File: src/rtl/lap_stopwatch.sv
// lap_stopwatch
//
// Sport stopwatch that counts mm:ss.cc from a prescaled system clock. It
// drives six 7-segment digits and red/green status LEDs, and keeps up to
// LAP_DEPTH lap times for later recall.
//
// Parameters:
//   CLK_DIV   clk cycles per centisecond tick (>= 2)
//   LAP_DEPTH number of lap entries (>= 1)
//   CW        width of lap_count
//
// Ports:
//   clk        system clock, rising edge
//   rst        asynchronous active-high reset
//   btn[3:0]   debounced level inputs: [0] start/stop, [1] lap/reset,
//              [2] recall next, [3] clear laps
//   a5..a0     registered segments (gfedcba, active-high), a5:a4 minutes,
//              a3:a2 seconds, a1:a0 centiseconds
//   newclk     one-cycle centisecond tick pulse while running
//   green/red  status LEDs (IDLE 0/0, RUN 1/0, STOP 0/1, RECALL 1/1)
//   lap_count  number of stored laps
//   lap_full   lap_count == LAP_DEPTH
//
// Build option:
//   LAP_SPLIT_EN  when defined, a lap entry holds the split time since the
//                 previous lap press instead of the cumulative time.

module lap_stopwatch #(
    parameter int CLK_DIV   = 4,
    parameter int LAP_DEPTH = 4,
    parameter int CW        = $clog2(LAP_DEPTH + 1)
) (
    input  logic          clk,
    input  logic          rst,
    input  logic [3:0]    btn,
    output logic [6:0]    a0,
    output logic [6:0]    a1,
    output logic [6:0]    a2,
    output logic [6:0]    a3,
    output logic [6:0]    a4,
    output logic [6:0]    a5,
    output logic          newclk,
    output logic          green,
    output logic          red,
    output logic [CW-1:0] lap_count,
    output logic          lap_full
);

    localparam int PW = $clog2(CLK_DIV);
    localparam int IW = (LAP_DEPTH > 1) ? $clog2(LAP_DEPTH) : 1;

    typedef enum logic [1:0] {IDLE, RUN, STOP, RECALL} state_t;

    state_t        state;
    state_t        state_next;
    logic          entry_stop;
    logic [3:0]    btn_q;
    logic [3:0]    press;
    logic          do_clr;
    logic          do_lap;
    logic          do_ss;
    logic          do_rec;
    logic          has_laps;
    logic          rec_enter;
    logic          lap_wr;
    logic          clear_time;
    logic [PW-1:0] pre;
    logic          tick;
    logic [23:0]   tm;
    logic [23:0]   lap_val;
    logic [23:0]   disp;
    logic [IW-1:0] rec_idx;
    logic [23:0]   laps [LAP_DEPTH];

    // Highest legal value of BCD digit i (digits 3 and 5 are the tens of
    // seconds and minutes, which only go up to 5).
    function automatic logic [3:0] last_digit(input int i);
        return (i == 3 || i == 5) ? 4'd5 : 4'd9;
    endfunction

    // Add one centisecond to a packed six-digit BCD time, rolling over from
    // 59:59.99 to 00:00.00.
    function automatic logic [23:0] bcd_inc(input logic [23:0] t);
        logic [23:0] r;
        logic        c;
        r = t;
        c = 1'b1;
        for (int i = 0; i < 6; i++) begin
            if (c) begin
                if (t[i*4 +: 4] == last_digit(i)) begin
                    r[i*4 +: 4] = 4'd0;
                    c = 1'b1;
                end else begin
                    r[i*4 +: 4] = t[i*4 +: 4] + 4'd1;
                    c = 1'b0;
                end
            end
        end
        return r;
    endfunction

    // Map one BCD digit onto gfedcba segment lines; non-decimal codes blank.
    function automatic logic [6:0] seg7(input logic [3:0] d);
        case (d)
            4'd0:    return 7'b0111111;
            4'd1:    return 7'b0000110;
            4'd2:    return 7'b1011011;
            4'd3:    return 7'b1001111;
            4'd4:    return 7'b1100110;
            4'd5:    return 7'b1101101;
            4'd6:    return 7'b1111101;
            4'd7:    return 7'b0000111;
            4'd8:    return 7'b1111111;
            4'd9:    return 7'b1101111;
            default: return 7'b0000000;
        endcase
    endfunction

    // Button presses are rising edges. Only the highest-priority press of a
    // cycle is honoured: clear laps, then lap/reset, then start/stop, then
    // recall.
    assign press      = btn & ~btn_q;
    assign do_clr     = press[3];
    assign do_lap     = press[1] & ~press[3];
    assign do_ss      = press[0] & ~press[1] & ~press[3];
    assign do_rec     = press[2] & ~press[0] & ~press[1] & ~press[3];

    assign has_laps   = (lap_count != '0);
    assign lap_full   = (lap_count == CW'(LAP_DEPTH));
    assign rec_enter  = ((state == IDLE) || (state == STOP)) && do_rec && has_laps;
    assign lap_wr     = (state == RUN) && do_lap && !lap_full;
    assign clear_time = (state == STOP) && do_lap;
    assign tick       = (state == RUN) && (pre == PW'(CLK_DIV - 1));
    assign newclk     = tick;

    // Previous button levels, used for edge detection. Clearing this on reset
    // means a button held through reset counts as one press afterwards.
    always_ff @(posedge clk or posedge rst) begin
        if (rst) begin
            btn_q <= 4'b0000;
        end else begin
            btn_q <= btn;
        end
    end

    // State register, plus a note of which state RECALL was entered from so
    // that leaving RECALL can return there.
    always_ff @(posedge clk or posedge rst) begin
        if (rst) begin
            state      <= IDLE;
            entry_stop <= 1'b0;
        end else begin
            state <= state_next;
            if (rec_enter) begin
                entry_stop <= (state == STOP);
            end
        end
    end

    // Next-state decision from the single press selected this cycle.
    always_comb begin
        state_next = state;
        case (state)
            IDLE: begin
                if (do_ss) begin
                    state_next = RUN;
                end else if (rec_enter) begin
                    state_next = RECALL;
                end
            end
            RUN: begin
                if (do_ss) begin
                    state_next = STOP;
                end
            end
            STOP: begin
                if (do_ss) begin
                    state_next = RUN;
                end else if (do_lap) begin
                    state_next = IDLE;
                end else if (rec_enter) begin
                    state_next = RECALL;
                end
            end
            RECALL: begin
                if (do_clr || do_ss) begin
                    state_next = entry_stop ? STOP : IDLE;
                end
            end
            default: state_next = IDLE;
        endcase
    end

    // Status LEDs decoded straight from the state.
    always_comb begin
        green = 1'b0;
        red   = 1'b0;
        case (state)
            RUN:     green = 1'b1;
            STOP:    red   = 1'b1;
            RECALL: begin
                green = 1'b1;
                red   = 1'b1;
            end
            default: begin
                green = 1'b0;
                red   = 1'b0;
            end
        endcase
    end

    // Centisecond prescaler. It only advances while running, so a stop keeps
    // the partial count for the next start; returning to IDLE zeroes it.
    always_ff @(posedge clk or posedge rst) begin
        if (rst) begin
            pre <= '0;
        end else if (clear_time) begin
            pre <= '0;
        end else if (state == RUN) begin
            pre <= tick ? '0 : pre + PW'(1);
        end
    end

    // Live BCD time. The tick is taken from the current state, so a stop
    // press landing on a tick still lets that last centisecond count.
    always_ff @(posedge clk or posedge rst) begin
        if (rst) begin
            tm <= '0;
        end else if (clear_time) begin
            tm <= '0;
        end else if (tick) begin
            tm <= bcd_inc(tm);
        end
    end

`ifdef LAP_SPLIT_EN
    logic [23:0] prev_ts;

    // Digit-wise BCD subtraction with borrow. The final borrow out of the
    // minutes tens is dropped, which gives minutes modulo 60.
    function automatic logic [23:0] bcd_sub(input logic [23:0] a, input logic [23:0] b);
        logic [23:0] r;
        logic [4:0]  d;
        logic        br;
        r  = '0;
        br = 1'b0;
        for (int i = 0; i < 6; i++) begin
            d = {1'b0, a[i*4 +: 4]} - {1'b0, b[i*4 +: 4]} - {4'b0000, br};
            if (d[4]) begin
                d  = d + {1'b0, last_digit(i)} + 5'd1;
                br = 1'b1;
            end else begin
                br = 1'b0;
            end
            r[i*4 +: 4] = d[3:0];
        end
        return r;
    endfunction

    // Time of the last stored lap; the split is measured from here. It
    // starts over from zero in IDLE and whenever the laps are cleared.
    always_ff @(posedge clk or posedge rst) begin
        if (rst) begin
            prev_ts <= '0;
        end else if (do_clr || clear_time) begin
            prev_ts <= '0;
        end else if (lap_wr) begin
            prev_ts <= tm;
        end
    end

    assign lap_val = bcd_sub(tm, prev_ts);
`else
    assign lap_val = tm;
`endif

    // Lap counter. Presses once full are dropped so stored laps are never
    // overwritten.
    always_ff @(posedge clk or posedge rst) begin
        if (rst) begin
            lap_count <= '0;
        end else if (do_clr) begin
            lap_count <= '0;
        end else if (lap_wr) begin
            lap_count <= lap_count + CW'(1);
        end
    end

    // Lap register file. Contents need no reset because only entries below
    // lap_count are ever shown. The value written is the time before any
    // tick in the same cycle.
    always_ff @(posedge clk) begin
        if (lap_wr) begin
            laps[lap_count[IW-1:0]] <= lap_val;
        end
    end

    // Recall index: zero on entering RECALL, then stepping through the
    // stored laps and wrapping after the last one.
    always_ff @(posedge clk or posedge rst) begin
        if (rst) begin
            rec_idx <= '0;
        end else if (rec_enter) begin
            rec_idx <= '0;
        end else if ((state == RECALL) && do_rec) begin
            if (CW'(rec_idx) + CW'(1) == lap_count) begin
                rec_idx <= '0;
            end else begin
                rec_idx <= rec_idx + IW'(1);
            end
        end
    end

    assign disp = (state == RECALL) ? laps[rec_idx] : tm;

    // Registered segment drivers, one cycle behind the time and index.
    always_ff @(posedge clk or posedge rst) begin
        if (rst) begin
            a0 <= 7'b0111111;
            a1 <= 7'b0111111;
            a2 <= 7'b0111111;
            a3 <= 7'b0111111;
            a4 <= 7'b0111111;
            a5 <= 7'b0111111;
        end else begin
            a0 <= seg7(disp[3:0]);
            a1 <= seg7(disp[7:4]);
            a2 <= seg7(disp[11:8]);
            a3 <= seg7(disp[15:12]);
            a4 <= seg7(disp[19:16]);
            a5 <= seg7(disp[23:20]);
        end
    end

endmodule
File: config.mk
export PLATFORM = sky130hd
export DESIGN_NAME = lap_stopwatch
export DESIGN_NICKNAME = d
export VERILOG_FILES = /design/src/rtl/lap_stopwatch.sv
export SDC_FILE = /design/constraint.sdc
export NUM_CORES = 1
export LEC_CHECK = 0
export CAP_MARGIN = 15
export CELL_PAD_IN_SITES_DETAIL_PLACEMENT = 0
export CELL_PAD_IN_SITES_GLOBAL_PLACEMENT = 1
export CORE_ASPECT_RATIO = 1.5
export CORE_MARGIN = 2
export CORE_UTILIZATION = 40
export CTS_BUF_LIST = sky130_fd_sc_hd__clkbuf_8
export CTS_CLUSTER_DIAMETER = 200
export DETAILED_ROUTE_END_ITERATION = 12
export DONT_BUFFER_PORTS = 1
export PLACE_DENSITY_LB_ADDON = 0.15
export RECOVER_POWER = 25
export REMOVE_ABC_BUFFERS = 1
export SYNTH_ARGS = -nofsm -noshare
export SYNTH_HDL_FRONTEND = slang
export SYNTH_SLANG_ARGS = --single-unit
File: constraint.sdc
create_clock -name clk -period 2.83 [get_ports clk]
set_input_delay 0.4245 -clock clk [delete_from_list [all_inputs] [get_ports clk]]
set_output_delay 0.4245 -clock clk [all_outputs]
set_load 0.01 [all_outputs]
* Yosys cells after proc, flatten, opt, wreduce, memory -nomap -nowiden
Memory sizes are Yosys's and may differ from the RTL's. A register that Yosys moved wholly into a read port is not among the register bits.
Cells that the tools add are included.
** Word-level totals
- Flip-flop bits (word level) :: 38
- RAM bits :: 96
- ROM bits :: 672
- Bits of input ports :: 6
- Output and inout bits :: 49
- Memories kept :: 7
** Operators by class
- Add/sub/neg operators :: 10
- Equal/unequal tests :: 14
- Muxes and demuxes :: 53
- Bitwise gates (word level) :: 11
- Reductions and logical operators :: 29
** Memory list
- (name not given) :: depth 16, bits a word 7, rd ports 1, clocked after memory_dff 1, write ports 0, RTL line 104 : case (d)
- (name not given) :: depth 16, bits a word 7, rd ports 1, clocked after memory_dff 1, write ports 0, RTL line 104
- (name not given) :: depth 16, bits a word 7, rd ports 1, clocked after memory_dff 1, write ports 0, RTL line 104
- (name not given) :: depth 16, bits a word 7, rd ports 1, clocked after memory_dff 1, write ports 0, RTL line 104
- (name not given) :: depth 16, bits a word 7, rd ports 1, clocked after memory_dff 1, write ports 0, RTL line 104
- (name not given) :: depth 16, bits a word 7, rd ports 1, clocked after memory_dff 1, write ports 0, RTL line 104
- 1 more memories
** Operators by type and width (count)
- 24-bit 2-to-1 mux :: 3
- 4-bit 2-to-1 mux :: 11
- 2-bit 2-to-1 mux :: 13
- 4-bit by 1-bit adder with 4-bit output, second input constant :: 6
- 1-bit 2-to-1 mux :: 23
- 2-bit nonzero test :: 9
- 4-bit equality test, second input constant :: 4
- 2-bit AND reduction :: 6
- 4-bit by 3-bit equality test with 1-bit output, second input constant :: 2
- 2-bit case mux with 4 select lines :: 1
- 1-bit logical AND :: 7
- 1-bit bitwise AND :: 6
- 2-bit equality test, second input constant :: 3
- 3-bit 2-to-1 mux :: 2
- 2-bit by 1-bit adder with 2-bit output, second input constant :: 2
- 4-bit bitwise AND :: 1
- 2-bit inequality test, second input constant :: 2
- 4-bit inverter :: 1
- 2-bit OR reduction :: 2
- 2-bit by 1-bit adder with 3-bit output, second input constant :: 1
- 3-bit by 1-bit adder with 3-bit output, second input constant :: 1
- 3-bit equality test :: 1
- 3-bit equality test, second input constant :: 1
- 1-bit inverter :: 3
- other kinds (5) :: 6

* Depth between registers and ports, before layout
- Depth after elaboration :: 21
- Depth in mapped cells :: 9
- Mapped depth without buffers :: 7

* Worst setup path after synthesis
Ideal clock, no wire load.
- Path type :: register -> register
- Start :: register lap_count[0]
- End :: memory laps[3][0], enable pin
- Setup time :: 0.384 ns
- Arrival :: 2.114 ns
- Required time :: 2.446 ns
- Slack :: 0.331 ns
- Cell stages (with the launch flop) :: 6
- Buffers on the path :: 0
- Path through :: dfrtp_1 -> inv_1 -> ha_1 -> and2_1 -> nor4_2 -> and2_1
** Between the ends
- Word-level cells in the longest chain between the ends :: 5
** Ends and longest elaborated chain
- from (decl) :: RTL line 45 : output logic [CW-1:0] lap_count,
- from (signal assigned) :: RTL line 285 : lap_count <= lap_count + CW'(1);
- 3-bit equality test :: RTL line 129 : assign lap_full = (lap_count == CW'(LAP_DEPTH));
- net lap_full :: RTL line 46 : output logic lap_full
- 1-bit zero test :: RTL line 131 : assign lap_wr = (state == RUN) && do_lap && !lap_full;
- 1-bit logical AND :: RTL line 131
- 1-bit 2-to-1 mux :: RTL line 293 : if (lap_wr) begin
- 1-bit 2-to-1 mux (implied by the code) :: RTL line 294 : laps[lap_count[IW-1:0]] <= lap_val;
- to (decl) :: RTL line 73 : logic [23:0] laps [LAP_DEPTH];
The timed path passes the listed nets, and every way through them passes these cells.

* Final worst setup path
- Start :: register lap_count[1]
- End :: memory laps[2][3], enable pin
The elaborated chain is that of the path after synthesis.

==> impl_metrics.py <==
metrics = {
    "critical_path": {
        "cp_top_family": "simple AND/OR/NAND/NOR gates",
        "slowest_delay_ns": 0.54,
        "crit_required_ns": 2.99,
        "worst_setup_path_end_kind": "flip-flop",
        "critPathKind": "flip-flop to flip-flop",
        "worst-path-max-fanout": 24,
        "start_kind": "flip-flop",
        "crit_chain": "inv_1, ha_1, and2_1, nor4_2, and2_1, buf_12",
        "cp.arrival_ns": 2.60,
        "crit_path_top_delay_cell": "dfrtp_1",
        "cp_num_buf_inv": 2,
        "crit_top_cell": "and2_1",
    },
    "placed_design": {
        "placed_area_um2": 8710,
        "io_buffers": 0,
        "gp_congestion": 0.725,
        "dp_hpwl_um": 11000,
    },
    "pwr": {
        "p_int_mw": 6.09,
        "static-leakage-power_nw": 3.48,
        "power_density_nw_per_um2": 1060,
        "switching_share_pct": 37.1,
        "p_seq_share_pct": 45.5,
        "pwr-share-clk_pct": 18.5,
        "combPwrFrac_pct": 36.0,
        "p_sw_mw": 3.59,
        "irDropWorstVdd_mv": 0.423,
    },
    "clock_network": {
        "clk_latency_ns": 0.47,
        "numClockSinks": 176,
        "clkTransAtPathRegs_ns": 0.10,
        "cts_buffers": 17,
        "cts_tree": "yes",
        "ctsResizeCount": 0,
        "postCtsSetupBuffers": 0,
        "h-tree-depth": 4,
        "cts_buffer_depth": 2,
        "cts-root-buf": "clkbuf_8",
    },
    "global_routing": {
        "overflow": 0,
        "grt_first_pass_wirelength_um": 26600,
        "track_usage_pct": 16.4,
        "grt_max_degree": 46,
        "antenna_found_initial": 0,
        "grt_pass1_vias": 4852,
    },
    "timing": {
        "worst_pin_slew_ns": 0.617,
        "maxSlewViolCount": 0,
        "fin_crit_ns": 2.44,
        "finClkSkew_ns": 0.0212,
        "fin_tns_setup_ns": 0,
        "hold_viol_final": 0,
        "slew_headroom_pct": 58.8,
        "clock.fmax_ghz": 0.409,
        "setup_viol_count_final": 0,
        "period_share_pct": 86.3,
        "grt_setup_unrepaired": "false",
    },
    "floorplan": {
        "row_count": 64,
        "die_x_um": 121,
        "io_pins": 55,
        "coreArea_um2": 20200,
        "start_util_pct": 40.4,
        "die-area_um2": 21600,
        "die_h_um": 179,
    },
    "synthesis": {
        "yosysSeqAreaShare_pct": 60.4,
        "ys_types": 54,
        "synth_flop_cell": "edfxtp_1",
        "synthTopCellsByCount": "edfxtp_1 (96), mux2i_1 (46), dfrtp_1 (44)",
        "syn_area_per_cell_um2": 14.2,
        "synth_largest_area_cell": "edfxtp_1",
        "synth_edf_count": 96,
        "synth.cell_area_um2": 8160,
        "ys_top_cells_by_area": "edfxtp_1 (35%), dfrtp_1 (13%), dfstp_2 (12%), ha_1 (6.4%), mux2i_1 (5.6%)",
        "synth.yosys.warnings": 0,
        "synthArstFlopShare_pct": 45.5,
        "synthCells": 573,
        "synth.top_cell.area_share_pct": 35.3,
        "ys_ff_latch": 176,
        "synth.most_common_cell": "edfxtp_1",
    },
    "routing": {
        "drt_iter0_drc": 197,
        "drc": 0,
        "antenna_left": 0,
        "vias": 4653,
        "dr.pass1.iters": 5,
        "drt_wl_total_um": 16600,
        "avgRoutedWirePerCell_um": 18.6,
        "routed_via_density": 5.20,
    },
    "job": {
        "max-cap-violations": 0,
    },
    "layout": {
        "fillers": 1850,
        "area_delta_synth_final_pct": 12.0,
        "antennaDiodeCount": 0,
        "finalInstanceArea_um2": 9140,
        "drive_above_1_share_pct": 23.5,
        "nets": 665,
    },
    "worst_hold_path": {
        "hp-class": "input pin to flip-flop",
    },
    "status": {
        "outcome": "finished, final reports clean",
    },
}
==> power by group through the flow <==
stage / Clock, mW / Combinational [mW] / Sequential [mW]
after floorplan: 0 / 2.50 / 4.44
after global placement: 0 / 3.49 / 4.46
after detailed placement: 0 / 3.57 / 4.49
after CTS: 1.84 / 3.60 / 4.43
after global routing: 1.94 / 3.95 / 4.51
final: 1.79 / 3.49 / 4.40
==> kinds of logic (layout without fill, tap and decap cells) <==
kind of cell / after synthesis / after routing / share of synthesized area (%)
multiplexers: 72 / 72 / 10.9
AO/OA/AOI/OAI: 106 / 106 / 9.17
flip-flops: 176 / 176 / 60.4
XOR/XNOR: 21 / 21 / 2.25
adder cells (fa/ha/maj): 42 / 42 / 6.44
AND/OR/NAND/NOR: 113 / 113 / 8.16
buffers and inverters: 43 / 100 / 2.65
==> routing by layer <==
layer / wire length, µm / vias to the layer above / track usage [%] / share of wire, %
li1: - / 2222 / - / -
met2: 9140 / 78 / 30.6 / 55
met4: 204 / 0 / 4.94 / 1.2
met5: 0 / - / 0 / 0
met1: 6820 / 2341 / 18.7 / 41
met3: 457 / 12 / 3.50 / 2.7
==> area by class of cell <==
class | count | area, µm² | area share, %
Clock inverter | 15 | 170 | 1.86
Clock buffer | 17 | 234 | 2.56
Sequential cell | 176 | 4930 | 54.0
Timing Repair Buffer | 42 | 360 | 3.94
Multi-Input combinational cell | 354 | 3010 | 33.0
Tap cell | 264 | 330 | 3.62
Inverter | 26 | 98.8 | 1.08
==> cells in the final DEF, fill, tap and decap left out, types with 5 or more instances in the layout <==
| cell type | count |
|---|---|
| ha_1 | 42 |
| and2_1 | 5 |
| dfrtp_1 | 44 |
| nand2b_1 | 6 |
| buf_12 | 5 |
| a31oi_1 | 7 |
| clkbuf_1 | 8 |
| nand2_1 | 14 |
| nand3_1 | 11 |
| mux4_2 | 12 |
| buf_4 | 24 |
| dfstp_2 | 36 |
| a21oi_1 | 19 |
| nor2b_1 | 11 |
| o2bb2ai_1 | 6 |
| nor2_1 | 35 |
| a21oi_2 | 6 |
| mux2_2 | 14 |
| nor3_1 | 5 |
| clkbuf_8 | 17 |
| mux2i_1 | 46 |
| o21ai_0 | 10 |
| dlygate4sd3_1 | 5 |
| o22ai_1 | 32 |
| edfxtp_1 | 96 |
| xor2_1 | 6 |
| inv_1 | 22 |
| xnor2_1 | 15 |
| inv_2 | 5 |
| a22o_1 | 6 |
==> repair_timing <==
item	4_1_cts	5_1_grt
hold buffers	5	0
hold endpoints to repair	9	0
setup endpoints to repair	0	0
==> state kept, by name, summed over array words and instances, names as in the netlist, 3 cells and up <==
| register | count |
|---|---|
| laps | 96 |
| lap_val | 24 |
| a0 | 7 |
| a1 | 7 |
| a2 | 7 |
| a3 | 7 |
| a4 | 7 |
| a5 | 7 |
| btn_q | 4 |
| lap_count | 3 |
==> through the flow <==
| stage | hold WS [ns] | worst slack (ns) | util [%] | total power, mW | instances |
|---|---|---|---|---|---|
| floorplan | 0.456 | 0.106 | - | 6.94 | 556 |
| global placement | 0.394 | 0.401 | 43.2 | 7.95 | 857 |
| detailed placement | 0.411 | 0.350 | 43.2 | 8.07 | 857 |
| CTS | 0.248 | 0.330 | 45.4 | 9.87 | 894 |
| global route | 0.284 | 0.151 | 45.3 | 10.4 | 894 |
| finish | 0.266 | 0.388 | 45.3 | 9.68 | 894 |
==> final timing paths <==
path                                          start                        to  slack (ns)  cells after the start
max                        lap_count[1]$_DFFE_PP0P_      laps[2][3]$_DFFE_PP_        0.39                      6
min                                          btn[3]  lap_count[2]$_DFFE_PP0P_        0.27                      2
max reg2reg                lap_count[1]$_DFFE_PP0P_      laps[2][3]$_DFFE_PP_        0.39                      6
min reg2reg                  entry_stop$_DFFE_PP0P_    entry_stop$_DFFE_PP0P_        0.53                      1
max in group asynchronous                       rst           a2[2]$_DFF_PP1_        1.62                      3
min in group asynchronous                       rst           a0[6]$_DFF_PP0_        0.47                      2
==> worst reg2reg max path, stage by stage, from the launching register on <==
cell     delay [ns]
dfrtp_1        0.54
inv_1          0.15
ha_1           0.23
and2_1         0.21
nor4_2         0.52
and2_1         0.26
buf_12         0.22
No activity file was read; power rests on OpenSTA's default activity.
